`src/rtl/lsu_pkg.sv`:
```
// Shared definitions for the load/store unit: word and lane widths,
// funct3 size/sign encodings, FSM state encoding and the alignment rule
// used by the optional misalignment check.
package lsu_pkg;

    localparam int WORD = 32;
    localparam int BE_W = 4;

    localparam logic [2:0] F3_B  = 3'b000;
    localparam logic [2:0] F3_H  = 3'b001;
    localparam logic [2:0] F3_W  = 3'b010;
    localparam logic [2:0] F3_BU = 3'b100;
    localparam logic [2:0] F3_HU = 3'b101;

    typedef enum logic [1:0] {
        S_IDLE,
        S_REQ,
        S_DONE,
        S_ERR
    } state_e;

    // Halfwords need an even address, words (and unknown codes) need a
    // word-aligned address; bytes are always aligned.
    function automatic logic is_misaligned(input logic [2:0] f3, input logic [1:0] off);
        case (f3)
            F3_B, F3_BU: return 1'b0;
            F3_H, F3_HU: return off[0];
            default:     return off != 2'b00;
        endcase
    endfunction

endpackage

```
`src/rtl/lsu_align.sv`:
```
// Combinational lane logic for the load/store unit: store byte enables and
// lane replication, and load lane extraction with sign/zero extension.
module lsu_align import lsu_pkg::*; (
    input  logic [2:0]      st_funct3,
    input  logic [1:0]      st_off,
    input  logic [WORD-1:0] store_data,
    output logic [BE_W-1:0] be,
    output logic [WORD-1:0] wdata,
    input  logic [2:0]      ld_funct3,
    input  logic [1:0]      ld_off,
    input  logic [WORD-1:0] rdata,
    output logic [WORD-1:0] ldata
);

    logic [7:0]  byte_v;
    logic [15:0] half_v;

    // Store side: replicate the operand across every lane so the memory
    // only has to honour the byte enables.
    always_comb begin
        be    = 4'b1111;
        wdata = store_data;
        case (st_funct3)
            F3_B, F3_BU: begin
                be    = 4'b0001 << st_off;
                wdata = {4{store_data[7:0]}};
            end
            F3_H, F3_HU: begin
                be    = 4'b0011 << {st_off[1], 1'b0};
                wdata = {2{store_data[15:0]}};
            end
            F3_W: begin
                be    = 4'b1111;
                wdata = store_data;
            end
            default: begin
                be    = 4'b1111;
                wdata = store_data;
            end
        endcase
    end

    // Load side: pick the addressed lane and extend it to a full word.
    always_comb begin
        byte_v = rdata[{ld_off, 3'b000} +: 8];
        half_v = ld_off[1] ? rdata[31:16] : rdata[15:0];
        ldata  = rdata;
        case (ld_funct3)
            F3_B:    ldata = {{24{byte_v[7]}}, byte_v};
            F3_BU:   ldata = {24'h000000, byte_v};
            F3_H:    ldata = {{16{half_v[15]}}, half_v};
            F3_HU:   ldata = {16'h0000, half_v};
            default: ldata = rdata;
        endcase
    end

endmodule

```
`src/rtl/lsu.sv`:
```
// Load/store unit: request/acknowledge data-memory port with byte enables,
// core stall generation and registered, formatted load data.
// Optional feature: define LSU_MISALIGN_CHECK_EN to trap misaligned
// halfword/word accesses (no memory request, one-cycle misaligned pulse).
module lsu import lsu_pkg::*; (
    input  logic            clk,
    input  logic            reset,
    input  logic            memRead,
    input  logic            memWrite,
    input  logic [2:0]      funct3,
    input  logic [WORD-1:0] addr,
    input  logic [WORD-1:0] storeData,
    output logic [WORD-1:0] loadData,
    output logic            stall,
    output logic            misaligned,
    output logic            mem_req,
    output logic            mem_we,
    output logic [WORD-1:0] mem_addr,
    output logic [BE_W-1:0] mem_be,
    output logic [WORD-1:0] mem_wdata,
    input  logic            mem_ack,
    input  logic [WORD-1:0] mem_rdata
);

    state_e          state, state_nx;
    logic            op;
    logic            bad;
    logic [2:0]      f3_q;
    logic [1:0]      off_q;
    logic [BE_W-1:0] be_nx;
    logic [WORD-1:0] wdata_nx;
    logic [WORD-1:0] ld_word;

    assign op = memRead | memWrite;

`ifdef LSU_MISALIGN_CHECK_EN
    assign bad = is_misaligned(funct3, addr[1:0]);
`else
    assign bad = 1'b0;
`endif

    lsu_align u_align (
        .st_funct3 (funct3),
        .st_off    (addr[1:0]),
        .store_data(storeData),
        .be        (be_nx),
        .wdata     (wdata_nx),
        .ld_funct3 (f3_q),
        .ld_off    (off_q),
        .rdata     (mem_rdata),
        .ldata     (ld_word)
    );

    // State and request registers; the request is captured once in IDLE so
    // it stays stable while the memory takes its time.
    always_ff @(posedge clk) begin
        if (!reset) begin
            state     <= S_IDLE;
            mem_we    <= 1'b0;
            mem_addr  <= '0;
            mem_be    <= '0;
            mem_wdata <= '0;
            f3_q      <= '0;
            off_q     <= '0;
            loadData  <= '0;
        end else begin
            state <= state_nx;
            if (state == S_IDLE && op && !bad) begin
                mem_we    <= memWrite;
                mem_addr  <= {addr[WORD-1:2], 2'b00};
                mem_be    <= be_nx;
                mem_wdata <= wdata_nx;
                f3_q      <= funct3;
                off_q     <= addr[1:0];
            end
            if (state == S_REQ && mem_ack && !mem_we) begin
                loadData <= ld_word;
            end
        end
    end

    // Next state and control outputs; stall is released in DONE/ERR so the
    // core commits, and forced low while reset is asserted.
    always_comb begin
        state_nx   = state;
        stall      = 1'b0;
        mem_req    = 1'b0;
        misaligned = 1'b0;
        case (state)
            S_IDLE: begin
                stall = op & reset;
                if (op) state_nx = bad ? S_ERR : S_REQ;
            end
            S_REQ: begin
                stall   = reset;
                mem_req = 1'b1;
                if (mem_ack) state_nx = S_DONE;
            end
            S_DONE: state_nx = S_IDLE;
            S_ERR: begin
                misaligned = 1'b1;
                state_nx   = S_IDLE;
            end
            default: state_nx = S_IDLE;
        endcase
    end

endmodule

```
`config.mk`:
```
export PLATFORM = sky130hd
export DESIGN_NAME = lsu
export DESIGN_NICKNAME = d
export VERILOG_FILES = /design/src/rtl/lsu_pkg.sv /design/src/rtl/lsu_align.sv /design/src/rtl/lsu.sv
export SDC_FILE = /design/constraint.sdc
export NUM_CORES = 1
export LEC_CHECK = 0
export ABC_AREA = 1
export CAP_MARGIN = 20
export CORE_ASPECT_RATIO = 0.6
export CORE_MARGIN = 3
export CORE_UTILIZATION = 45
export CTS_CLUSTER_DIAMETER = 200
export DETAILED_ROUTE_END_ITERATION = 8
export GPL_ROUTABILITY_DRIVEN = 0
export PLACE_DENSITY_LB_ADDON = 0.15
export SLEW_MARGIN = 30
export SYNTH_ARGS = -nofsm -noshare
export SYNTH_HDL_FRONTEND = slang
export SYNTH_SLANG_ARGS = --single-unit
```
`constraint.sdc`:
```
create_clock -name clk -period 3.2 [get_ports clk]
set_input_delay 0.48 -clock clk [delete_from_list [all_inputs] [get_ports clk]]
set_output_delay 0.48 -clock clk [all_outputs]
set_load 0.03 [all_outputs]
```
## Word-level counts from Yosys, hierarchy flattened

Cells that the tools add are included.

- Muxes and demuxes: 10
- Equality and inequality tests: 11
- Shift-type cells: 3
- Reductions and logical operators: 11
- Bitwise operators: 2

Operators with widths:

| kind | count |
|---|---|
| $pmux 32 s4 | 1 |
| $pmux 32 s2 | 1 |
| $shiftx 32x6->8 | 1 |
| $mux 16 | 1 |
| $eq 3x3->1 const B | 4 |
| $pmux 4 s2 | 1 |
| $eq 3x1->1 const B | 2 |
| $logic_not 3->1 | 2 |
| $pmux 2 s3 | 1 |
| $reduce_or 2->1 | 3 |
| $eq 2x2->1 const B | 2 |
| $mux 2 | 2 |
| $ne 2x2->1 const B | 2 |
| $shl 1x2->4 const A | 1 |
| $shl 2x2->4 const A | 1 |
| $logic_and 1x1->1 | 3 |
| $eq 2x1->1 const B | 1 |
| $logic_not 2->1 | 1 |
| $mux 1 | 2 |
| $pmux 1 s2 | 1 |
| $reduce_and 2->1 | 1 |
| $and 1x1->1 | 1 |
| $logic_not 1->1 | 1 |
| $or 1x1->1 | 1 |

- Flip-flop bits (word level): 106
- Logic and storage cells: 45

## Logic depth before layout (Yosys ltp)

Gate-level depths: netlist of the first run.

- Depth in word-level cells: 3
- Mapped depth: 10
- Mapped depth without buffers: 9

## By module

A second synthesis of the first run with hierarchy kept.

- Cell total of the unflattened synthesis: 831
- Area, all modules: 5440.2 um2

Modules (own cells, without submodules):

| module | seq. area each (um2) | area an instance (um2) | instances | cells each |
|---|---|---|---|---|
| lsu | 2122.0 | 4050.1 | 1 | 545 |
| lsu_align | 0.0 | 1390.1 | 1 | 286 |

## Worst setup path before layout of the first run

No wires, ideal clock.

- Kind: input port to output port
- Start: in reset
- End: out stall
- Slack: 1.075 ns
- Cell stages on the path: 4
- Required time: 2.720 ns
- Arrival: 1.645 ns
- Cell sequence: inv_1 > clkbuf_1 > buf_1 > a211oi_1

- Longest elaborated chain between the ends: 2

RTL lines:

| what | RTL line | RTL |
|---|---|---|
| start, declared | lsu.sv:7 | `input logic reset,` |
| $and 1x1->1 | lsu.sv:91 | `stall = op & reset;` |
| $pmux 1 s2 (*) | lsu.sv:89 | `case (state)` |
| end, declared | lsu.sv:14 | `output logic stall,` |

Mark *: on every way between the ends. The rest lies on a longest branch, timed or not.

## Worst setup path after layout of the first run

- Start: in funct3[1]
- End: reg mem_wdata[19]

- Longest elaborated chain between the ends: 3
- Elaborated cells between the ends (all ways): 7

RTL lines:

| what | RTL line | RTL |
|---|---|---|
| start, declared | lsu.sv:10 | `input logic [2:0] funct3,` |
| $eq 3x1->1, or another cell as far along | lsu_align.sv:23 | `case (st_funct3)` |
| $reduce_or 2->1 | lsu_align.sv:23 |  |
| $pmux 32 s2 (*) | lsu_align.sv:23 |  |
| end signal, assigned | lsu.sv:72 | `mem_wdata <= wdata_nx;` |
| end, declared | lsu.sv:20 | `output logic [WORD-1:0] mem_wdata,` |

Marked as above.
A chain may end at the register's enable or synchronous reset.

==> results of run 1 <==
-- final timing paths --
| check | startpoint | to | cells past startpoint |
|---|---|---|---|
| setup / recovery | funct3[1] | mem_wdata[19]$_SDFFE_PN0P_ | 5 |
| hold / removal | mem_wdata[5]$_SDFFE_PN0P_ | mem_wdata[5]$_SDFFE_PN0P_ | 2 |
| setup reg to reg | f3_q[1]$_SDFFE_PN0P_ | loadData[18]$_SDFFE_PN0P_ | 6 |
| hold reg to reg | mem_wdata[5]$_SDFFE_PN0P_ | mem_wdata[5]$_SDFFE_PN0P_ | 2 |
-- flip-flops by register name (all words and copies together), names as in the netlist --
name	count
mem_we	1
off_q	2
mem_wdata	32
mem_addr	30
mem_be	4
f3_q	3
loadData	32
state	2
-- cell type report --
cell class | instances | area share (%)
Inverter | 70 | 3.729
Clock inverter | 7 | 0.8702
Sequential cell | 106 | 30.12
Timing Repair Buffer | 209 | 29.62
Tap cell | 135 | 2.397
Multi-Input combinational cell | 473 | 30.07
Clock buffer | 9 | 3.197
-- cells in the mapped netlist (5+ instances only) --
| library cell | count |
|---|---|
| nand2_1 | 139 |
| a21o_1 | 7 |
| buf_2 | 10 |
| clkbuf_1 | 16 |
| a21oi_1 | 51 |
| buf_4 | 7 |
| a31oi_1 | 10 |
| nor2_1 | 130 |
| inv_2 | 5 |
| o21ai_1 | 30 |
| dfxtp_1 | 106 |
| nand3_1 | 19 |
| inv_1 | 65 |
| o21ai_0 | 62 |
-- power breakdown --
part	switching (mW)	internal [mW]
registers	0.0819	1.44
logic	0.652	0.443
clock network	0.522	0.542
-- placed cells by master, fill, tap and decap left out, types with 10 or more instances in the layout --
| cell | instances |
|---|---|
| nor2_1 | 130 |
| a31oi_1 | 10 |
| nand3_1 | 19 |
| a21oi_1 | 51 |
| inv_1 | 65 |
| nand2_1 | 139 |
| o21ai_1 | 30 |
| o21ai_0 | 62 |
| clkdlybuf4s50_1 | 203 |
| dfxtp_1 | 106 |
-- logic make-up (layout without fill, tap and decap cells) --
group	Yosys count	in the layout	share of synthesized area (%)
and+or+nand+nor	303	303	25.95
DFF	106	106	44.96
buffers and inverters	110	295	10.23
other	1	2	0.07946
AOI/OAI and AO/OA	168	168	18.77
-- per-stage QoR --
stage                     total power [mW]  hold WS [ns]  area, um2  worst slack [ns]  cells
final                                3.687        0.4673       7046             1.018   1009
after global routing                 3.846        0.4837       7046            0.9136   1009
after detailed placement             2.637        0.4599       6759            0.7615    993
after global placement               2.615        0.4535       6759            0.8695    993
after floorplan                      2.172        0.4741       4723             1.075    689
after CTS                            3.700        0.4707       7046             1.113   1009
-- worst max-delay path: cells and delay by family --
kind / cells / cell delay, ns
and+or+nand+nor: 1 / 0.46
AOI/OAI and AO/OA: 2 / 0.34
buffers and inverters: 2 / 1.16
-- routing by layer --
metal | up-vias | GRT usage [%] | wire length, um
met4 | 0 | 6.637 | 233
met2 | 286 | 39.07 | 6725
met3 | 24 | 11.43 | 2136
met1 | 2363 | 34.91 | 6895
li1 | 2547 | - | -
met5 | - | 0 | 0
==> metrics.md, run 1 <==
| Metric | Value |
|---|---|
| CP peak stage delay | `0.92 ns` |
| GR Overflow Total | `0` |
| Area delta synth->final | `49.28%` |
| Final Cycle Share | `68.18%` |
| Count of final setup violators | `0` |
| DR vias | `5220` |
| Synth area leaders | `dfxtp_1 45%, nand2_1 11%, nor2_1 10%, o21ai_0 6.6%, a21oi_1 5.4%` |
| Cell taking the most area after synthesis | `dfxtp_1` |
| Slew Limit Fails | `0` |
| CTS buffer count | `9` |
| Die Width | `138.2 um` |
| Die Ht | `85.33 um` |
| Layout cells sized above 1 | `4.119%` |
| DR iter-0 viols | `496` |
| Clock slew at reported path FFs | `0.07 ns` |
| Starting Density | `47.10%` |
| Sequential area share after synthesis | `44.96%` |
| Slew margin rel. | `50.95%` |
| Hold Crit Class | `register to register` |
| RSZ-0062 raised after global routing | `no` |
| Top Ports | `208` |
| Drt pass-1 iters | `5` |
| Initial antenna violation count | `0` |
| Worst EP required | `3.46 ns` |
| Final WL | `15.99 mm` |
| Setup bufs post-CTS | `0` |
| Clock Latency Late Sink | `0.34 ns` |
| Seq cells post-synth | `106` |
| # rows | `28` |
| Vias/cell | `5.173` |
| FILL cells | `848` |
| Drt wl/cell | `15.85 um` |
| Clk_skew | `0.006576 ns` |
| CTS tree | `built` |
| Crit. End Element | `register` |
| Vias in the first global route | `4873` |
| Synthesis Warnings | `0` |
| Worst EP arrival | `2.44 ns` |
| CP cell instances | `clkdlybuf4s50_1, inv_1, nor2_1, o22ai_1, a21oi_1` |
| Yosys cell types | `32` |
| Fin nets | `973` |
| Power Density | `523.3 nW/um2` |
| H-tree depth | `3` |
| Asr flop ratio synth | `0%` |
| PortBufs | `205` |
| Outcome | `complete, no violations` |
| Seq. cell area | `2122 um2` |
| Mapped Avg Cell Area | `6.860 um2` |
| Deepest clock path buffer count | `2` |
| Clock root buffer | `clkbuf_16` |
| Largest fanout on the critical path | `17` |
| Synth top area share | `44.96%` |
| Tmin final | `2.182 ns` |
| Full die area | `11790 um2` |
| Worst vdd ir | `0.3371 mV` |
| Final Util | `70.32%` |
| Antenna fix cells | `0` |
| Largest net degree at the start of global routing | `60` |
| Final Hold Viols | `0` |
| Pleak | `3.043 nW` |
| DPL Wire Length | `11.89 mm` |
| Core Box Area | `10020 um2` |
| First-pass GRT wire length | `25.14 mm` |
| Multi-input gate area | `2118 um2` |
| Actual slew at the worst max-slew pin | `0.7347 ns` |
| Critical path startpoint category | `primary input` |
| EDFF count, synth | `0` |
| Setup TNS | `0 ns` |
| Total of max-cap violations | `0` |
| Clk sinks | `106` |
| Final ANT Viol Nets | `0` |
| R2R Setup Slk | `1.06 ns` |
| Ys flop type | `dfxtp_1` |
| Post-Syn Area | `4720 um2` |
| Residual DRC | `0` |
| Crit Path Class | `primary input to register` |
| Post_cts resized | `0` |
| GRT Overall Usage | `26.16%` |
| Post-CTS Hold Fix Bufs | `0` |
| Slowest cell on the critical path | `clkdlybuf4s50_1` |
| Synthesized instance count | `688` |
| Fmax | `458.3 MHz` |
Power figures use the tool's default switching activity.
==> run 2, diff against run 1 <==
--- a/config.mk
+++ b/config.mk
@@ -9,7 +9,7 @@
 export CAP_MARGIN = 20
 export CORE_ASPECT_RATIO = 0.6
 export CORE_MARGIN = 3
-export CORE_UTILIZATION = 45
+export CORE_UTILIZATION = 38
 export CTS_CLUSTER_DIAMETER = 200
 export DETAILED_ROUTE_END_ITERATION = 8
 export GPL_ROUTABILITY_DRIVEN = 0
==> constraint.sdc (replaced) <==
create_clock -name clk -period 1.9 [get_ports clk]
set_input_delay 0.285 -clock clk [delete_from_list [all_inputs] [get_ports clk]]
set_output_delay 0.285 -clock clk [all_outputs]
set_load 0.03 [all_outputs]
==> run 2 against run 1 <==
  * Worst setup slack got worse by 0.82 ns
  * Combinational power rose by 75%
  * Core utilization shrank 8.4 points
  * First-iteration DRC count decreased by 35%
  * Sequential power up 67%
  * Critical path depth fell by 4
  * Sequential share of layout area shrank 0.87 points
  * Die area up 17%
  * Via count is 0.38% higher
  * Power grew 70%
  * Worst hold slack worse by 0.091 ns
  * Critical path type is now register to output pin
==> metrics.md, run 2 (synthesis gave the netlist of run 1 again) <==
| Metric | Value |
|---|---|
| Outcome | `complete, no violations` |
| Area delta synth->final | `53.74%` |
| Met3 wire len | `1.444 mm (-32%)` |
| Final WL | `16.11 mm (+0.78%)` |
| CP cell instances | `clkdlybuf4s50_1` |
| Total of max-cap violations | `0 (unchanged)` |
| Clk sinks | `106 (unchanged)` |
| Design area | `7256 um2 (+3.0%)` |
| Die Ht | `92.33 um (+8.2%)` |
| GR Overflow Total | `0 (unchanged)` |
| Largest fanout on the critical path | `2 (-15)` |
| Biggest regs | `loadData x32, mem_wdata x32, mem_addr x30` |
| FILL cells | `1077 (+27%)` |
| Post-Route M1 WL | `7.667 mm (+11%)` |
| H-tree depth | `3 (unchanged)` |
| Clock Latency Late Sink | `0.34 ns (about the same)` |
| Initial antenna violation count | `0 (unchanged)` |
| Clk_skew | `0.006577 ns (+0.0000008000 ns)` |
| Power Density | `864.1 nW/um2 (+65%)` |
| First-pass GRT wire length | `24.63 mm (-2.0%)` |
| Final Hold Viols | `0 (unchanged)` |
| Worst Path Buf+Inv | `1 (-1)` |
| Full die area | `13840 um2 (+17%)` |
| Crit. End Element | `output pin` |
| RSZ-0062 raised after global routing | `no` |
| Drt pass-1 iters | `9 (+4)` |
| Fmax | `586.8 MHz` |
| Commonest non-fill, non-tap cells in the layout | `201 x clkdlybuf4s50_1, 139 x nand2_1, 130 x nor2_1, 106 x dfxtp_1, 65 x inv_1` |
| Pleak | `3.166 nW (+4.0%)` |
| Most common cell after layout, fill and taps aside | `clkdlybuf4s50_1` |
| Hold Crit Class | `primary input to register` |
| Cells after DPL | `1036 (+4.3%)` |
| Residual DRC | `0 (unchanged)` |
| Largest net degree at the start of global routing | `48 (-20%)` |
| Clock root buffer | `clkbuf_16` |
| Fin nets | `991 (+1.8%)` |
| CTS tree | `built` |
| Critical path startpoint category | `register` |
| Top Ports | `208 (unchanged)` |
| Final cell count without fillers | `1052 (+4.3%)` |
| Die Width | `149.9 um (+8.4%)` |
| Antenna fix cells | `0 (unchanged)` |
| Met2 routed WL | `6.692 mm (-0.49%)` |
| Slowest cell on the critical path | `clkdlybuf4s50_1` |
| Core Box Area | `11710 um2 (+17%)` |
| Drt wl/cell | `15.32 um (-3.3%)` |
| Final Cycle Share | `89.70%` |
| DR vias | `5240 (+0.38%)` |
| Vias in the first global route | `4735 (-2.8%)` |
| DPL Wire Length | `12.18 mm (+2.5%)` |
| PortBufs | `205 (unchanged)` |
| Clock slew at reported path FFs | `0.07 ns (about the same)` |
| Top sig layer | `met4` |
| Setup bufs post-CTS | `0 (unchanged)` |
| CP peak stage delay | `0.69 ns (-0.23 ns)` |
| Worst vdd ir | `0.4038 mV (+20%)` |
| Worst EP required | `1.62 ns (-1.84 ns)` |
| Starting Density | `40.30% (-6.8 points)` |
| CTS buffer count | `9 (unchanged)` |
| DR iter-0 viols | `322 (-35%)` |
| Area after DPL | `6975 um2 (+3.2%)` |
| Slew Limit Fails | `0 (unchanged)` |
| Count of final setup violators | `0 (unchanged)` |
| Layout cells sized above 1 | `5.942% (+1.8 points)` |
| Tmin final | `1.704 ns` |
| Crit Path Class | `register to output pin` |
| Setup TNS | `0 ns (unchanged)` |
| Top delay family on crit path | `buffers and inverters` |
| Worst EP arrival | `1.42 ns (-1.02 ns)` |
| Vias/cell | `4.981 (-3.7%)` |
| # rows | `30 (+7.1%)` |
| Deepest clock path buffer count | `2 (unchanged)` |
| Final ANT Viol Nets | `0 (unchanged)` |
| GRT Overall Usage | `22.46% (-3.7 points)` |
==> run 2: changes by cell type in the layout (fill, tap and decap cells not counted), sizes merged <==
cell,previous run,this run
clkdlybuf4s50,203,201
buf,6,24
dlymetal6s2s,0,1
dlygate4sd2,0,1
clkbuf,9,10
inv,73,72
==> run 2: per-stage QoR <==
step	hold WS (ns)	power (mW)	util, %	setup WS (ns)
CTS	0.3604	6.302	61.93	0.008039
floorplan	0.4196	3.657	-	0.1647
global placement	0.4507	4.490	59.56	0.1324
finish	0.3763	6.269	61.96	0.1957
global route	0.3776	6.561	61.96	0.1546
detailed placement	0.4583	4.524	59.56	0.04317
==> run 2: final cells by class <==
cell class                      instances  area [um2]  share of cell area, %
Tap cell                              160       200.2                  2.759
Multi-Input combinational cell        473        2118                  29.19
Clock inverter                          6       50.05                 0.6898
Clock buffer                           10       229.0                  3.156
Timing Repair Buffer                  227        2273                  31.33
Inverter                               70       262.8                  3.621
Sequential cell                       106        2122                  29.25
==> run 2: worst min-delay path, cell delays in order <==
cell,delay [ns]
buf_2,0.22
o21ai_0,0.12
nor2_1,0.04
==> run 2: path summary, 6_finish.rpt <==
path	cells after the start	start	slack [ns]	endpoint
max reg2reg	6	off_q[1]$_SDFFE_PN0P_	0.30	loadData[5]$_SDFFE_PN0P_
min	3	reset	0.38	mem_addr[29]$_SDFFE_PN0P_
min reg2reg	2	mem_wdata[4]$_SDFFE_PN0P_	0.47	mem_wdata[4]$_SDFFE_PN0P_
max	1	mem_be[2]$_SDFFE_PN0P_	0.20	mem_be[2]
==> run 2: power by group <==
part	switching (mW)	internal [mW]
Combinational	1.12	0.810
Sequential	0.124	2.43
Clock	0.876	0.905
==> run 2: layer usage <==
metal | track usage [%] | vias to the layer above
li1 | - | 2583
met1 | 33.50 | 2363
met2 | 32.31 | 267
met3 | 5.232 | 27
met4 | 6.012 | 0
met5 | 0 | -
==> run 2: what timing repair did <==
item | CTS | global route
endpoints found under the setup margin | 1 | 1
gates resized for setup | 1 | 1
hold buffers | 0 | 0
==> run 3, diff against run 2 <==
--- a/config.mk
+++ b/config.mk
@@ -13,7 +13,7 @@
 export CTS_CLUSTER_DIAMETER = 200
 export DETAILED_ROUTE_END_ITERATION = 8
 export GPL_ROUTABILITY_DRIVEN = 0
-export PLACE_DENSITY_LB_ADDON = 0.15
+export PLACE_DENSITY = 0.77
 export SLEW_MARGIN = 30
 export SYNTH_ARGS = -nofsm -noshare
 export SYNTH_HDL_FRONTEND = slang
==> run 3 against run 2 <==
  * Final cell count up 0.29%
  * Power is 3.1% higher
  * Flip-flop and latch count is the same
  * Largest power group unchanged
  * Fmax down 1.2%
  * Core utilization increased by 0.30 points
  * Count of clock-buffer cells in the layout is 1 lower
  * Highest routed layer unchanged
  * Global-route usage is 0.11 points higher
==> metrics.md, run 3 (synthesis gave the netlist of run 1 again) <==
| Metric | Value |
|---|---|
| Outcome | `complete, no violations` |
| CP cell instances | `clkdlybuf4s50_1` |
| Clk_skew | `0.01109 ns (+0.004516 ns)` |
| H-tree depth | `3 (unchanged)` |
| DPL Wire Length | `12.30 mm (+0.98%)` |
| Post-CTS Hold Fix Bufs | `0 (unchanged)` |
| FILL cells | `1071 (-0.56%)` |
| WHS Path Cells | `4 (+1)` |
| Vias in the first global route | `4695 (-0.84%)` |
| # rows | `30 (unchanged)` |
| Final WL | `15.91 mm (-1.3%)` |
| PortBufs | `205 (unchanged)` |
| Largest fanout on the critical path | `3 (+1)` |
| Met2 routed WL | `6.316 mm (-5.6%)` |
| Final Hold Viols | `0 (unchanged)` |
| Full die area | `13840 um2 (unchanged)` |
| Deepest clock path buffer count | `2 (unchanged)` |
| Final ANT Viol Nets | `0 (unchanged)` |
| Crit Path Class | `register to output pin` |
| Vias/cell | `4.771 (-4.2%)` |
| Die Width | `149.9 um (unchanged)` |
| Antenna fix cells | `0 (unchanged)` |
| Slowest cell on the critical path | `clkdlybuf4s50_1` |
| Area delta synth->final | `54.48%` |
| Crit. End Element | `output pin` |
| Biggest regs | `loadData x32, mem_wdata x32, mem_addr x30` |
| Clock slew at reported path FFs | `0.08 ns (about the same)` |
| Worst EP required | `1.62 ns (about the same)` |
| Setup TNS | `0 ns (unchanged)` |
| Fmax | `579.8 MHz (-1.2%)` |
| RSZ-0062 raised after global routing | `no` |
| Critical path startpoint category | `register` |
| CTS tree | `built` |
| Clock Latency Late Sink | `0.34 ns (about the same)` |
| Crit path depth | `1 (unchanged)` |
| Total of max-cap violations | `0 (unchanged)` |
| Top Ports | `208 (unchanged)` |
| GRT Overall Usage | `22.57% (+0.11 points)` |
| Met3 wire len | `1.576 mm (+9.1%)` |
| Initial antenna violation count | `0 (unchanged)` |
| Worst EP arrival | `1.44 ns (+0.02 ns)` |
| DR iter-0 viols | `330 (+2.5%)` |
| Area after DPL | `6973 um2 (about the same)` |
| Clock root buffer | `clkbuf_16` |
| CTS buffer count | `9 (unchanged)` |
| DR vias | `5033 (-4.0%)` |
| Slew Limit Fails | `0 (unchanged)` |
| Count of final setup violators | `0 (unchanged)` |
| Tmin final | `1.725 ns (+0.02032 ns)` |
| Commonest non-fill, non-tap cells in the layout | `201 x clkdlybuf4s50_1, 139 x nand2_1, 130 x nor2_1, 106 x dfxtp_1, 65 x inv_1` |
| Top sig layer | `met4` |
| Drt pass-1 iters | `5 (-4)` |
| Final Cycle Share | `90.77% (+1.1 points)` |
| Post-Route M1 WL | `7.891 mm (+2.9%)` |
| Clk sinks | `106 (unchanged)` |
| Power Density | `886.5 nW/um2 (+2.6%)` |
| Fin nets | `994 (+0.30%)` |
| Worst Path Buf+Inv | `1 (unchanged)` |
| Layout cells sized above 1 | `6.369% (+0.43 points)` |
| Worst reg-to-reg path cell count | `9 (+3)` |
| Most common cell after layout, fill and taps aside | `clkdlybuf4s50_1` |
| Core Box Area | `11710 um2 (unchanged)` |
| Pleak | `3.184 nW (+0.59%)` |
| Die Ht | `92.33 um (unchanged)` |
| Largest net degree at the start of global routing | `48 (unchanged)` |
| Starting Density | `40.30% (unchanged)` |
| CP peak stage delay | `0.71 ns (+0.02 ns)` |
| Worst vdd ir | `0.4913 mV (+22%)` |
| Residual DRC | `0 (unchanged)` |
| Design area | `7291 um2 (+0.48%)` |
| Hold Crit Class | `primary input to register` |
| Fin Hold WS | `0.4530 ns (+0.07669 ns)` |
| First-pass GRT wire length | `24.76 mm (+0.50%)` |
| Drt wl/cell | `15.08 um (-1.6%)` |
| Top delay family on crit path | `buffers and inverters` |
| GR Overflow Total | `0 (unchanged)` |
## run 3: cell count changes in the layout (fill, tap and decap cells not counted), sizes merged
cell / previous run / this run
buf: 24 / 27
dlymetal6s2s: 1 / 0
bufinv: 0 / 1
dlygate4sd2: 1 / 2
clkinvlp: 2 / 0
inv: 72 / 74
clkbuf: 10 / 9
## run 3: power by group
part | switching [mW] | internal [mW] | total (mW)
Combinational | 1.12 | 0.801 | 1.92
Clock | 0.923 | 1.07 | 1.99
Sequential | 0.123 | 2.43 | 2.56
Total | 2.16 | 4.30 | 6.46
## run 3: worst paths after layout
| check | startpoint | slack [ns] | endpoint |
|---|---|---|---|
| min reg2reg | mem_wdata[27]$_SDFFE_PN0P_ | 0.47 | mem_wdata[27]$_SDFFE_PN0P_ |
| min | reset | 0.45 | f3_q[0]$_SDFFE_PN0P_ |
| max reg2reg | off_q[0]$_SDFFE_PN0P_ | 0.39 | loadData[1]$_SDFFE_PN0P_ |
| max | mem_we$_SDFFE_PN0P_ | 0.18 | mem_we |
## run 3: through the flow
step	util, %	power [mW]	worst slack (ns)	cells
2_1_floorplan	-	3.657	0.1647	689
3_3_place_gp	59.54	4.496	0.1383	1039
3_5_place_dp	59.54	4.515	0.07690	1039
4_1_cts	62.25	6.505	0.1692	1055
5_1_grt	62.25	6.779	0.1478	1055
6_report	62.25	6.463	0.1754	1055
## run 3: timing repair
action / in CTS / in global routing
setup endpoints to repair: 2 / 0
buffers inserted: 0 / 0
resized for setup: 2 / 0
hold endpoints to repair: 0 / 0
## run 3: layer usage
metal,vias up,global-route usage [%]
met5,-,0
met4,0,4.262
met3,9,8.509
met2,205,30.40
met1,2225,33.98
li1,2594,-
## run 3: final cells by class
class | instances | area (um2) | area share [%]
Sequential cell | 106 | 2122 | 29.11
Tap cell | 160 | 200.2 | 2.746
Clock inverter | 7 | 95.09 | 1.304
Clock buffer | 9 | 225.2 | 3.089
Timing Repair Buffer | 230 | 2267 | 31.10
Multi-Input combinational cell | 473 | 2118 | 29.05
Inverter | 70 | 262.8 | 3.604
